[config.mk]
export PLATFORM = sky130hd
export DESIGN_NAME = nfc_rng_ctrl
export DESIGN_NICKNAME = d
export VERILOG_FILES = /design/src/rtl/nfc_rng_ctrl_pkg.sv /design/src/rtl/nfc_rr_arb2.sv /design/src/rtl/nfc_rng_ctrl.sv
export SDC_FILE = /design/constraint.sdc
export NUM_CORES = 1
export LEC_CHECK = 0
export CORE_MARGIN = 2
export CORE_UTILIZATION = 40
export DETAILED_ROUTE_END_ITERATION = 10
export MAX_ROUTING_LAYER = met4
export PLACE_DENSITY_LB_ADDON = 0.3
export RECOVER_POWER = 25
export SYNTH_ARGS = -nofsm -noshare
export SYNTH_HDL_FRONTEND = slang
export SYNTH_SLANG_ARGS = --single-unit
[constraint.sdc]
create_clock -name clk -period 2.79 [get_ports clk]
set_clock_uncertainty 0.2 [all_clocks]
set_input_delay 0.279 -clock clk [delete_from_list [all_inputs] [get_ports clk]]
set_output_delay 0.279 -clock clk [all_outputs]
set_load 0.03 [all_outputs]
[src/rtl/nfc_rng_ctrl_pkg.sv]
// Shared types and constants for the NFC RNG stream controller.
// Holds the FSM encoding, RNG mode codes and the captured job configuration.
package nfc_rng_ctrl_pkg;

  localparam int unsigned NUM_CH = 2;
  localparam int unsigned SEED_W = 32;
  localparam int unsigned MODE_W = 2;
  localparam int unsigned DAT_W  = 8;

  typedef enum logic [1:0] {
    ST_IDLE = 2'd0,
    ST_SEED = 2'd1,
    ST_RUN  = 2'd2,
    ST_GAP  = 2'd3
  } state_t;

  localparam logic [MODE_W-1:0] RNG_LFSR = 2'b00;
  localparam logic [MODE_W-1:0] RNG_HOLD = 2'b01;
  localparam logic [MODE_W-1:0] RNG_INC  = 2'b10;
  localparam logic [MODE_W-1:0] RNG_DEC  = 2'b11;

  typedef struct packed {
    logic [SEED_W-1:0] seed;
    logic [MODE_W-1:0] mode;
  } rng_cfg_t;

  function automatic logic [NUM_CH-1:0] ch_onehot(input logic ch);
    return ch ? 2'b10 : 2'b01;
  endfunction

endpackage

[src/rtl/nfc_rr_arb2.sv]
// Two-requester round-robin arbiter; the pointer names the channel preferred next.
module nfc_rr_arb2
  import nfc_rng_ctrl_pkg::*;
(
  input  logic              clk,
  input  logic              rst,
  input  logic [NUM_CH-1:0] req,
  input  logic              take,
  output logic [NUM_CH-1:0] grant,
  output logic              win
);

  logic ptr;

  always_comb begin
    win = ptr;
    if (!req[ptr]) win = ~ptr;
    grant = (|req) ? ch_onehot(win) : '0;
  end

  // After a grant the other channel gets priority.
  always_ff @(posedge clk) begin
    if (rst) begin
      ptr <= 1'b0;
    end else if (take && (|req)) begin
      ptr <= ~win;
    end
  end

endmodule

[src/rtl/nfc_rng_ctrl.sv]
// Arbitrates two requesters onto an external byte RNG and streams one job of
// RNG bytes to the granted requester with a seed/run/gap sequence per job.
module nfc_rng_ctrl
  import nfc_rng_ctrl_pkg::*;
#(
  parameter int unsigned LEN_W = 12
) (
  input  logic                  clk,
  input  logic                  rst,
  input  logic [NUM_CH-1:0]     req,
  input  logic [2*SEED_W-1:0]   req_seed,
  input  logic [2*MODE_W-1:0]   req_mode,
  input  logic [2*LEN_W-1:0]    req_len,
  output logic [NUM_CH-1:0]     gnt,
  output logic [NUM_CH-1:0]     done,
  output logic                  out_vld,
  input  logic                  out_rdy,
  output logic [DAT_W-1:0]      out_dat,
  output logic                  out_last,
  output logic                  rng_en,
  output logic                  rng_rd,
  output logic [SEED_W-1:0]     rng_seed,
  output logic [MODE_W-1:0]     rng_mode,
  input  logic [DAT_W-1:0]      rng_dat
);

  localparam int unsigned CNT_W = LEN_W + 1;

  state_t            state, state_n;
  logic [CNT_W-1:0]  count, count_n;
  logic [NUM_CH-1:0] gnt_n, done_n;
  rng_cfg_t          cfg_q, cfg_n, cfg_sel;
  logic [LEN_W-1:0]  len_sel;
  logic [NUM_CH-1:0] arb_grant;
  logic              arb_win;
  logic              arb_take;
  logic              job_live;

  nfc_rr_arb2 u_arb (
    .clk   (clk),
    .rst   (rst),
    .req   (req),
    .take  (arb_take),
    .grant (arb_grant),
    .win   (arb_win)
  );

  always_comb begin
    cfg_sel.seed = arb_win ? req_seed[2*SEED_W-1:SEED_W] : req_seed[SEED_W-1:0];
    cfg_sel.mode = arb_win ? req_mode[2*MODE_W-1:MODE_W] : req_mode[MODE_W-1:0];
    len_sel      = arb_win ? req_len[2*LEN_W-1:LEN_W]    : req_len[LEN_W-1:0];
  end

  assign job_live = |(req & gnt);
  assign rng_seed = cfg_q.seed;
  assign rng_mode = cfg_q.mode;
  assign out_dat  = out_vld ? rng_dat : '0;

  always_ff @(posedge clk) begin
    if (rst) begin
      state <= ST_IDLE;
      gnt   <= '0;
      done  <= '0;
      count <= '0;
      cfg_q <= '0;
    end else begin
      state <= state_n;
      gnt   <= gnt_n;
      done  <= done_n;
      count <= count_n;
      cfg_q <= cfg_n;
    end
  end

  always_comb begin
    state_n  = state;
    gnt_n    = gnt;
    done_n   = '0;
    count_n  = count;
    cfg_n    = cfg_q;
    arb_take = 1'b0;
    out_vld  = 1'b0;
    out_last = 1'b0;
    rng_en   = 1'b0;
    rng_rd   = 1'b0;

    case (state)
      ST_IDLE: begin
        if (|req) begin
          arb_take = 1'b1;
          gnt_n    = arb_grant;
          cfg_n    = cfg_sel;
          // A zero length encodes the full 2^LEN_W byte job.
          count_n  = {(len_sel == '0), len_sel};
          state_n  = ST_SEED;
        end
      end

      ST_SEED: begin
        rng_en = 1'b1;
        if (!job_live) begin
          done_n  = gnt;
          gnt_n   = '0;
          count_n = '0;
          state_n = ST_GAP;
        end else begin
          state_n = ST_RUN;
        end
      end

      ST_RUN: begin
        rng_en = 1'b1;
        if (!job_live) begin
          done_n  = gnt;
          gnt_n   = '0;
          count_n = '0;
          state_n = ST_GAP;
        end else begin
          out_vld  = 1'b1;
          out_last = (count == CNT_W'(1));
          rng_rd   = out_vld & out_rdy;
          if (rng_rd) begin
            count_n = count - CNT_W'(1);
            if (out_last) begin
              done_n  = gnt;
              gnt_n   = '0;
              state_n = ST_GAP;
            end
          end
        end
      end

      ST_GAP: begin
        state_n = ST_IDLE;
      end

      default: begin
        state_n = ST_IDLE;
      end
    endcase
  end

endmodule

### Yosys cells after proc, flatten, opt, wreduce, memory -nomap -nowiden

Index checks and enable logic that the tools add are counted.

| operators by class | value |
|---|---|
| equal/unequal tests | 8 |
| add/sub/neg operators | 1 |
| bitwise operators | 3 |
| reduce and logical (&&, ||, !) cells | 11 |
| multiplexer cells | 39 |
| $lt $le $gt $ge | 1 |

Operator list:

| operator | count |
|---|---|
| $mux W13 | 4 |
| $pmux W13 S3 | 1 |
| $mux W32 | 1 |
| $mux W2 | 15 |
| $eq A13 B1 Y1 const B | 1 |
| $mux W1 | 13 |
| $sub A13 B1 Y13 const B | 1 |
| $logic_not A12 Y1 | 1 |
| $mux W12 | 1 |
| $mux W8 | 1 |
| $pmux W2 S4 | 1 |
| $ne A3 B3 Y1 const B | 2 |
| $pmux W2 S3 | 1 |
| $reduce_or A2 Y1 | 3 |
| $reduce_and A5 Y1 | 1 |
| $eq A2 B2 Y1 const B | 2 |
| $ne A2 B2 Y1 const B | 2 |
| $pmux W2 S2 | 1 |
| $reduce_and A4 Y1 | 1 |
| $reduce_and A3 Y1 | 1 |
| $reduce_bool A3 Y1 | 1 |
| $and A2 B2 Y2 | 1 |
| $eq A2 B1 Y1 const B | 1 |
| $logic_not A2 Y1 | 1 |
| other kinds (4) | 5 |

| storage, ports and cells | value |
|---|---|
| word-level logic and storage cells | 70 |
| bits in registers | 54 |
| output and inout bits | 50 |
| input bits | 105 |

### Longest topological paths before layout

Gate-level depths: netlist of the first run.

| depth | value |
|---|---|
| depth in word-level cells | 7 |
| mapped depth | 9 |

### Cells and area by module

From an unflattened synthesis of the first run, not the netlist that was laid out.

| second synthesis, totals | value |
|---|---|
| cells, all modules | 355 |
| area total of the unflattened synthesis | 2999.1 um2 |

Modules (own cells, without submodules):

| module | seq. area each (um2) | area an instance (um2) | cells an instance | times used |
|---|---|---|---|---|
| nfc_rng_ctrl | 1061.0 | 2926.6 | 346 | 1 |
| nfc_rr_arb2 | 20.0 | 72.6 | 9 | 1 |

### Worst setup path before layout of the first run

No wires, ideal clock.

| timing | value |
|---|---|
| path kind | register -> register |
| start point | register state[1] |
| end point | register count[4] |
| buffers on the path | 2 |
| stages on the path, launching flop included | 10 |
| data arrival time | 1.996 ns |
| path slack | 0.524 ns |
| required time | 2.520 ns |
| clock period less this slack | 2.266 ns |
| path through | dfxtp_1 > inv_1 > ha_1 > clkbuf_1 > and2_1 > nand2_1 > clkbuf_1 > nor3_1 > o21ai_0 > a21oi_1 |

| between the ends | value |
|---|---|
| longest elaborated chain between the ends | 3 |
| elaborated cells on any way between the ends | 9 |

RTL lines:

| item | RTL line | RTL |
|---|---|---|
| from (decl) | nfc_rng_ctrl.sv:29 | `state_t state, state_n;` |
| from (signal assigned) | nfc_rng_ctrl.sv:67 | `state <= state_n;` |
| $eq A2 B2 Y1 (tied with other cells) | nfc_rng_ctrl.sv:87 | `case (state)` |
| $ne A3 B3 Y1 (no line) (tied with other cells) | -- |  |
| $reduce_and A4 Y1 (no line) | -- |  |
| to (signal assigned) | nfc_rng_ctrl.sv:70 | `count <= count_n;` |
| to (decl) | nfc_rng_ctrl.sv:30 | `logic [CNT_W-1:0] count, count_n;` |

Parallel ways exist; a longest one is shown, timed or not.
A chain may end at the register's enable or synchronous reset.

### Final worst setup path of the first run

| timing | value |
|---|---|
| start point | input port req[1] |
| end point | output port out_last |

| between the ends | value |
|---|---|
| longest elaborated chain between the ends | 4 |

RTL lines:

| item | RTL line | RTL |
|---|---|---|
| from (decl) | nfc_rng_ctrl.sv:10 | `input logic [NUM_CH-1:0] req,` |
| $and A2 B2 Y2 | nfc_rng_ctrl.sv:54 | `assign job_live = \|(req & gnt);` |
| $reduce_or A2 Y1 | nfc_rng_ctrl.sv:54 |  |
| $mux W1 | nfc_rng_ctrl.sv:113 | `if (!job_live) begin` |
| $mux W1 | nfc_rng_ctrl.sv:87 |  |
| to (decl) | nfc_rng_ctrl.sv:19 | `output logic out_last,` |

No other way between the ends.

==> impl_metrics.env, run 1 <==
export IMPL_syn_area_sq_um=2950
export IMPL_setup_tns_ns=0
export IMPL_post_route_drc_count=0
export IMPL_period_minus_slack_ns=2.646
export IMPL_track_usage_pct=23.07
export IMPL_pre_cts_ws_ns=0.1453
export IMPL_grt_start_max_net_pins=71
export IMPL_p_sw_share_pct=46.51
export IMPL_netlist_instances=384
export IMPL_max_cap_violations=0
export IMPL_drive_gt1_share_pct=5.513
export IMPL_max_slew_margin_pct=55.86
export IMPL_yosysTopAreaCell="dfxtp_1"
export IMPL_drtIter0Drc=253
export IMPL_pwr_share_seq_pct=29.0
export IMPL_first_pass_iters=4
export IMPL_path_class="in2out"
export IMPL_p_leak_nw=1.828
export IMPL_p_per_area_nw_per_um2=953.8
export IMPL_pwr_share_clk_pct=10.4
export IMPL_clkLatencyLatePin_ns=0.31
export IMPL_drtAntennaViolNets=0
export IMPL_start_util_pct=40.89
export IMPL_holdBufCountCts=0
export IMPL_die_area_sq_um=8078
export IMPL_cts_resized=0
export IMPL_clkTransAtPathRegs_ns=0.10
export IMPL_nFillCells=627
export IMPL_die_h_um=89.88
export IMPL_crit_top_cell="clkdlybuf4s50_1"
export IMPL_cts_setup_buffers=0
export IMPL_worst_path_buf_inv=2
export IMPL_die_width_um=89.88
export IMPL_cts_sink_count=54
export IMPL_core_area_sq_um=7214
export IMPL_cts_buffers=5
export IMPL_combPwrFrac_pct=60.6
export IMPL_clk_path_buf_depth=2
export IMPL_ys_warn_count=0
export IMPL_hp_class="reg2reg"
export IMPL_routedWlPerCell_um=14.80
export IMPL_outcome="complete, no violations"
export IMPL_htree_levels=2
export IMPL_top_usage_layer="met2"
export IMPL_postPlaceCellArea_sq_um=4581
export IMPL_fmax_mhz=377.9
export IMPL_cts_tree="done"
export IMPL_viasPerCell=5.392
export IMPL_switching_power_mw=2.074
export IMPL_total_power_mw=4.460
export IMPL_ff_latch_area_sq_um=1081
export IMPL_yosysTopAreaCellShare_pct=36.64
export IMPL_met1_usage_pct=26.18
export IMPL_grt_pass1_wl_um=15100
export IMPL_synth_edf_count=0
export IMPL_worstMarginPinSlew_ns=0.6620
export IMPL_synth_main_ff_cell="dfxtp_1"
export IMPL_ff2ff_setup_slack_ns=0.39
export IMPL_slowest_stage="clkdlybuf4s50_1"
export IMPL_antenna_found_initial=0
export IMPL_dp_cells=617
export IMPL_rows=31
export IMPL_finalNetCount=635
export IMPL_grt_pass1_vias=3180
export IMPL_totalWireLength_um=9253
export IMPL_drv_slew=0
export IMPL_async_reset_ff_share_pct=0
export IMPL_yosysMostFrequentCell="nand2_1"
export IMPL_avgSynthCellArea_sq_um=7.683
export IMPL_n_antenna_cell=0
export IMPL_critPathMaxFanout=11
export IMPL_synth_fp_nets=494
export IMPL_met2_usage_pct=40.03
export IMPL_grt_util_met3_pct=3.772
export IMPL_synth_common_cells="nand2_1, dfxtp_1, nor2_1"
export IMPL_arrival_ns=2.17
export IMPL_dp_hpwl_um=6943
export IMPL_fin_ws_ns=0.1440
export IMPL_stdcell_area_sq_um=4676
export IMPL_critical_path_cell_chain="clkdlybuf4s50_1, a22o_1, nand2_1, nor2_1, clkdlybuf4s50_1"
export IMPL_ir_worst_vdd_mv=0.4132
export IMPL_crit_family="buffers and inverters"
export IMPL_syn_to_final_growth_pct=58.48
export IMPL_whs_ns=0.2982
export IMPL_post_route_util_pct=64.81
export IMPL_synth_seq_cells=54
export IMPL_cp_start_kind="primary input"
export IMPL_cts_root_buf="clkbuf_8"
export IMPL_multi_input_area_sq_um=1733
export IMPL_finalCritPeriodShare_pct=94.84
export IMPL_io_buffers=154
export IMPL_critical_path_max_stage_delay_ns=0.69
export IMPL_overflow=0
export IMPL_yosysSeqAreaShare_pct=36.64
export IMPL_setup_viol=0
export IMPL_via_count=3370
export IMPL_finalNonFillerCells=625
export IMPL_cp_end_kind="primary output"
export IMPL_grt_setup_unrepaired="no"
export IMPL_num_io_pins=155
export IMPL_synth_area_leaders="dfxtp_1, a311oi_1, nand2_1"
export IMPL_hold_viol=0
export IMPL_gp_congestion=0.8515
export IMPL_worstPathRequired_ns=2.31
export IMPL_internal_power_mw=2.385
export IMPL_synth_cell_types=46
## routing by layer
| layer | vias up | wire length [um] |
|---|---|---|
| li1 | 1673 | - |
| met4 | 0 | 341 |
| met5 | - | 0 |
| met3 | 27 | 491 |
| met2 | 139 | 4625 |
| met1 | 1531 | 3795 |
## registers in the layout (all words and copies together) (netlist names)
name / count
done: 2
gnt: 2
state: 2
u_arb.ptr: 1
rng_mode: 2
count: 13
rng_seed: 32
## placed cells by master, fill, tap and decap left out, drive strengths merged, types with 2 or more instances in the layout
cell type	count
a211oi	6
a21oi	15
a2bb2oi	2
a311oi	34
a31oi	2
and2	3
and3	9
buf	9
clkbuf	6
clkdlybuf4s50	127
dfxtp	54
dlygate4sd3	26
ha	5
inv	9
mux2i	8
nand2	76
nand2b	5
nand3	7
nor2	47
nor2b	4
nor3	6
nor3b	5
nor4	9
o21ai	25
o221a	3
o22a	3
o22ai	2
or3	2
or4	2
## power by group through the flow
| stage | combinational, mW | clock (mW) | sequential (mW) |
|---|---|---|---|
| finish | 2.70 | 0.465 | 1.29 |
| global placement | 2.68 | 0 | 1.30 |
| CTS | 2.74 | 0.480 | 1.30 |
| detailed placement | 2.72 | 0 | 1.31 |
| floorplan | 1.42 | 0 | 1.66 |
| global route | 2.93 | 0.498 | 1.34 |
## path summary, 6_finish.rpt
kind / start / cells past startpoint / end
worst max register to register: state[1] / 6 / count[1]
worst min register to register: rng_seed[17] / 2 / rng_seed[17]
worst max-delay path: req[1] / 5 / out_last
worst min-delay path: rng_seed[17] / 2 / rng_seed[17]
## final cells by class
type	instances	area share [%]
multi-input cells	293	37.06
repair buffers	162	34.41
flip-flops and latches	54	23.12
well taps	99	2.649
clock buffers	6	1.766
inverters	9	0.7225
clock inverters	2	0.2676
## tightest hold or removal path, stage by stage (launching register included)
cell and delay (ns):
dfxtp_1 0.32, nor2_1 0.09, a311oi_1 0.05
## logic make-up after synthesis
family / after synthesis / synth area share (%)
multiplexers: 8 / 2.714
AND/OR/NAND/NOR: 179 / 29.18
AO/OA/AOI/OAI: 100 / 24.09
flip-flops: 54 / 36.64
adder cells (fa/ha/maj): 5 / 2.120
buffers and inverters: 37 / 4.961
XOR/XNOR: 1 / 0.2969
No activity file was read; power rests on OpenSTA's default activity.
==> run 2: changes to the inputs <==
- SKIP_CTS_REPAIR_TIMING: default -> 1
==> results of run 2 <==
Same layout as run 1: the final DEF is identical, and so are final timing and power.
==> run 3: changes to the inputs <==
- CTS_CLUSTER_DIAMETER: default -> 40
==> results of run 3 <==
Same layout as run 1: the final DEF is identical, and so are final timing and power.
==> variant 1 (config.mk and constraints of run 1) <==
Reset style: asynchronous (`rst`), changed in 2 clocked blocks.
--- a/src/rtl/nfc_rr_arb2.sv
+++ b/src/rtl/nfc_rr_arb2.sv
@@ -21,3 +21,3 @@
   // After a grant the other channel gets priority.
-  always_ff @(posedge clk) begin
+  always_ff @(posedge clk or posedge rst) begin
     if (rst) begin
--- a/src/rtl/nfc_rng_ctrl.sv
+++ b/src/rtl/nfc_rng_ctrl.sv
@@ -58,3 +58,3 @@
 
-  always_ff @(posedge clk) begin
+  always_ff @(posedge clk or posedge rst) begin
     if (rst) begin
Formal check against the unedited RTL: differs if rst is asserted again (counterexample within 4 cycles, from zero or initial values and one cycle with rst high); with rst held inactive, the same outputs for 10 cycles.
==> variant 1 against run 1 <==
- area after synthesis rose by 4.4%
- setup slack improved by 0.037 ns
- sequential cell count is the same
- sequential share of layout area grew 4.7 points
- via count shrank 13%
- wire length is 6.1% lower
- clock power down 5.2%
- non-clock buffer count increased by 2
- cell area up 3.8%
- total power up 12%
- highest routed layer unchanged
==> variant 1: results <==
{
  "ys_seq_area_frac": 0.439,
  "synth_ff_type": "dfrtp_1",
  "nonClkBufAreaFrac": 0.340,
  "routed_via_density": 5.14,
  "clk_share": 0.0196,
  "clkLatencyLatePin_ns": 0.29,
  "ff2ff_path_depth": 7,
  "pre_cts_slack_ns": 0.244,
  "async_reset_ff_frac": 1.00,
  "syn_nets": 428,
  "multiInputGateArea_mm2": 0.00160,
  "post-dp-hpwl_um": 6950,
  "nonClockBufferCount": 164,
  "path_max_fanout": 12,
  "hold_ws_ns": 0.285,
  "place_area_mm2": 0.00477,
  "met1Wirelength_um": 3830,
  "synth_top_cells_by_area": "dfrtp_1, mux2i_1, o21ai_0, nand2_1, o21ai_1",
  "seq_area_mm2": 0.00135,
  "timing.rr.end": "count[8]",
  "synth_compound_area_frac": 0.167,
  "leakagePower_nw": 2.14,
  "nFillCells": 600,
  "holdCritStartpoint": "rng_seed[27]",
  "grt_max_degree": 70,
  "status": "finished, final reports clean",
  "dr_wl_met3_um": 791,
  "yosys.area_share.adder": 0.0203,
  "drive_gt1_frac": 0.0658,
  "nNetsFinal": 580,
  "p_switching_mw": 2.26,
  "synth_commonest_cells": "dfrtp_1, mux2i_1, nand2_1",
  "place_inst": 562,
  "grtUsageMet3": 0.0419,
  "grt_usage": 0.208,
  "gp_congestion": 0.858,
  "fin_cells": 570,
  "final_core_util": 0.659,
  "syn_inst": 318,
  "grtUsageMet1": 0.276,
  "dr_wl_met2_um": 4040
}
-- variant 1: logic make-up after synthesis --
logic type,count (synthesis)
flip-flops,54
AND/OR/NAND/NOR,95
buffers and inverters,28
AO/OA/AOI/OAI,85
adder cells (fa/ha/maj),5
multiplexers,51
-- variant 1: power groups by stage --
stage	Clock (mW)	Sequential, mW	Combinational, mW
final	0.441	1.40	3.16
after global routing	0.494	1.45	3.41
after CTS	0.458	1.40	3.18
after detailed placement	0	1.41	3.17
after global placement	0	1.39	3.10
after floorplan	0	1.89	1.55
-- variant 1: worst max-delay path by stage --
stage,end,depth (start not counted),slack (ns),startpoint
floorplan,out_last,7,0.50,state[0]
global placement,out_last,5,0.33,count[9]
detailed placement,out_last,7,0.24,state[0]
CTS,out_vld,5,0.17,state[0]
global route,out_vld,5,0.08,state[0]
finish,out_vld,5,0.18,state[0]
-- variant 1: repair_timing --
item / CTS / global route
setup buffers: 0 / 0
gates resized for setup: 2 / 0
endpoints found under the setup margin: 1 / 0
==> variant 2 (flow settings as in run 1) <==
Made on the original files. Set the package constant `MODE_W` to 4 (it was 2).
--- a/src/rtl/nfc_rng_ctrl_pkg.sv
+++ b/src/rtl/nfc_rng_ctrl_pkg.sv
@@ -6,3 +6,3 @@
   localparam int unsigned SEED_W = 32;
-  localparam int unsigned MODE_W = 2;
+  localparam int unsigned MODE_W = 4;
   localparam int unsigned DAT_W  = 8;
Interface: changed (resized req_mode and rng_mode); port bits go from 155 to 161. No check against the original RTL was run, so the function may have changed too.
==> variant 2 against run 1 <==
- combinational power is 8.5% higher
- non-clock buffer count up 8
- setup slack better by 0.027 ns
- critical path depth unchanged
- total power grew 5.9%
- global-route usage up 1.1 points
- first-iteration DRC count fell by 15%
- area after synthesis is 3.8% higher
- register-to-register slack better by 0.07 ns
- cell area rose by 3.6%
- sequential share of layout area hardly changed
- wire length increased by 11%
- sequential cell count rose by 2
- critical path type is now register to output pin
- critical endpoint unchanged
- largest power group unchanged
==> variant 2: results <==
{
  "status": "finished, final reports clean",
  "synth_commonest_cells": "nand2_1, dfxtp_1, nor2_1",
  "met1Wirelength_um": 4340,
  "min_path_cells": 2,
  "pre_cts_slack_ns": 0.125,
  "grtUsageMet1": 0.314,
  "largest_reg_flops": 32,
  "reg2reg_from": "state[0]",
  "drive_gt1_frac": 0.0534,
  "synth.distinct_cells": 40,
  "grt_usage": 0.241,
  "htreeDepth": 2,
  "portBuffers": 160,
  "ir_drop_mv": 0.374,
  "dr_wl_met3_um": 812,
  "post-dp-hpwl_um": 7480,
  "grtUsageMet3": 0.0415,
  "routed_via_density": 5.49,
  "postSynthAreaPerCell_um2": 7.31,
  "leakagePower_nw": 1.88,
  "finalCritPeriodShare": 0.939,
  "nFillCells": 624,
  "final.setup.tns_ns": 0,
  "cts_buffers": 5,
  "detail_route.first_pass.iterations": 4,
  "hold_ws_ns": 0.301,
  "path_max_fanout": 5,
  "holdCritStartpoint": "rng_seed[0]",
  "slew_headroom": 0.464,
  "synth_top_cells_by_area": "dfxtp_1, a311oi_1, nand2_1, nor2_1, o21ai_0",
  "antenna_found_initial": 0,
  "ys_seq_area_frac": 0.366,
  "met2_usage": 0.391,
  "gp_congestion": 0.913,
  "drt_iter0_drc": 214,
  "async_reset_ff_frac": 0,
  "grt_pass1_wl_um": 16300,
  "place_area_mm2": 0.00474,
  "r2r_slack_ns": 0.46,
  "synth_ff_type": "dfxtp_1",
  "hold_end": "rng_seed[0]",
  "grt_max_degree": 75,
  "arrival_ns": 2.14,
  "timing.rr.end": "count[11]",
  "clockBufferDepth": 2,
  "clk_pin_slew_ns": 0.10,
  "totalWireLength_um": 10200,
  "place_inst": 653,
  "dr_wl_met2_um": 4940,
  "syn_nets": 533,
  "fin_area_mm2": 0.00484,
  "grt_pass1_vias": 3324,
  "routedWlPerCell_um": 15.5,
  "nNetsFinal": 675,
  "ff2ff_path_depth": 7
}
==> variant 2: cell types whose count changed after synthesis, moves of 3 or more <==
cell	before	now
mux2i_1	8	2
nor3_1	5	9
o21ai_0	25	36
nor2_1	47	54
a21oi_1	15	23
o22a_1	3	0
clkbuf_1	23	32
or4_1	2	5
nand4_1	0	4
o41ai_1	0	3
buf_2	3	0
==> variant 2: worst max-delay path, cell delays in order (launching register included) <==
cell             delay [ns]
dfxtp_1                0.42
ha_1                   0.18
nor3b_1                0.20
nand4_1                0.21
nor2_1                 0.14
clkdlybuf4s50_1        0.67
==> variant 2: layout make-up <==
cell class                 instances  area share
tap                               99      0.0256
inverter                           9     0.00697
multi-input combinational        319       0.369
sequential                        56       0.231
clock inverter                     2     0.00284
timing repair buffer             170       0.348
clock buffer                       6      0.0170
==> variant 2: how the worst max path moves through the flow <==
stage                      to  cells after the start     start
floorplan           count[12]                      7  state[1]
global placement     out_last                      5    req[1]
detailed placement   out_last                      5    req[0]
CTS                  out_last                      5    req[0]
global route         out_last                      5  count[0]
finish               out_last                      5  count[0]
==> variant 2: where the power goes <==
group	total [mW]	switching, mW	leakage [nW]	internal (mW)
registers	1.30	0.201	0.463	1.10
clock network	0.488	0.284	0.0516	0.204
logic	2.93	1.78	1.36	1.15
total	4.72	2.26	1.88	2.46
==> variant 2: kinds of logic after synthesis <==
kind of cell | count (synthesis) | share of synthesized area
adder cells (fa/ha/maj) | 5 | 0.0204
buffers and inverters | 44 | 0.0539
AND/OR/NAND/NOR | 190 | 0.281
AO/OA/AOI/OAI | 121 | 0.268
flip-flops | 56 | 0.366
multiplexers | 3 | 0.0102
==> variant 2: timing repair <==
item | CTS | global route
resized for setup | 0 | 2
endpoints found under the setup margin | 0 | 2
endpoints found under the hold margin | 0 | 0
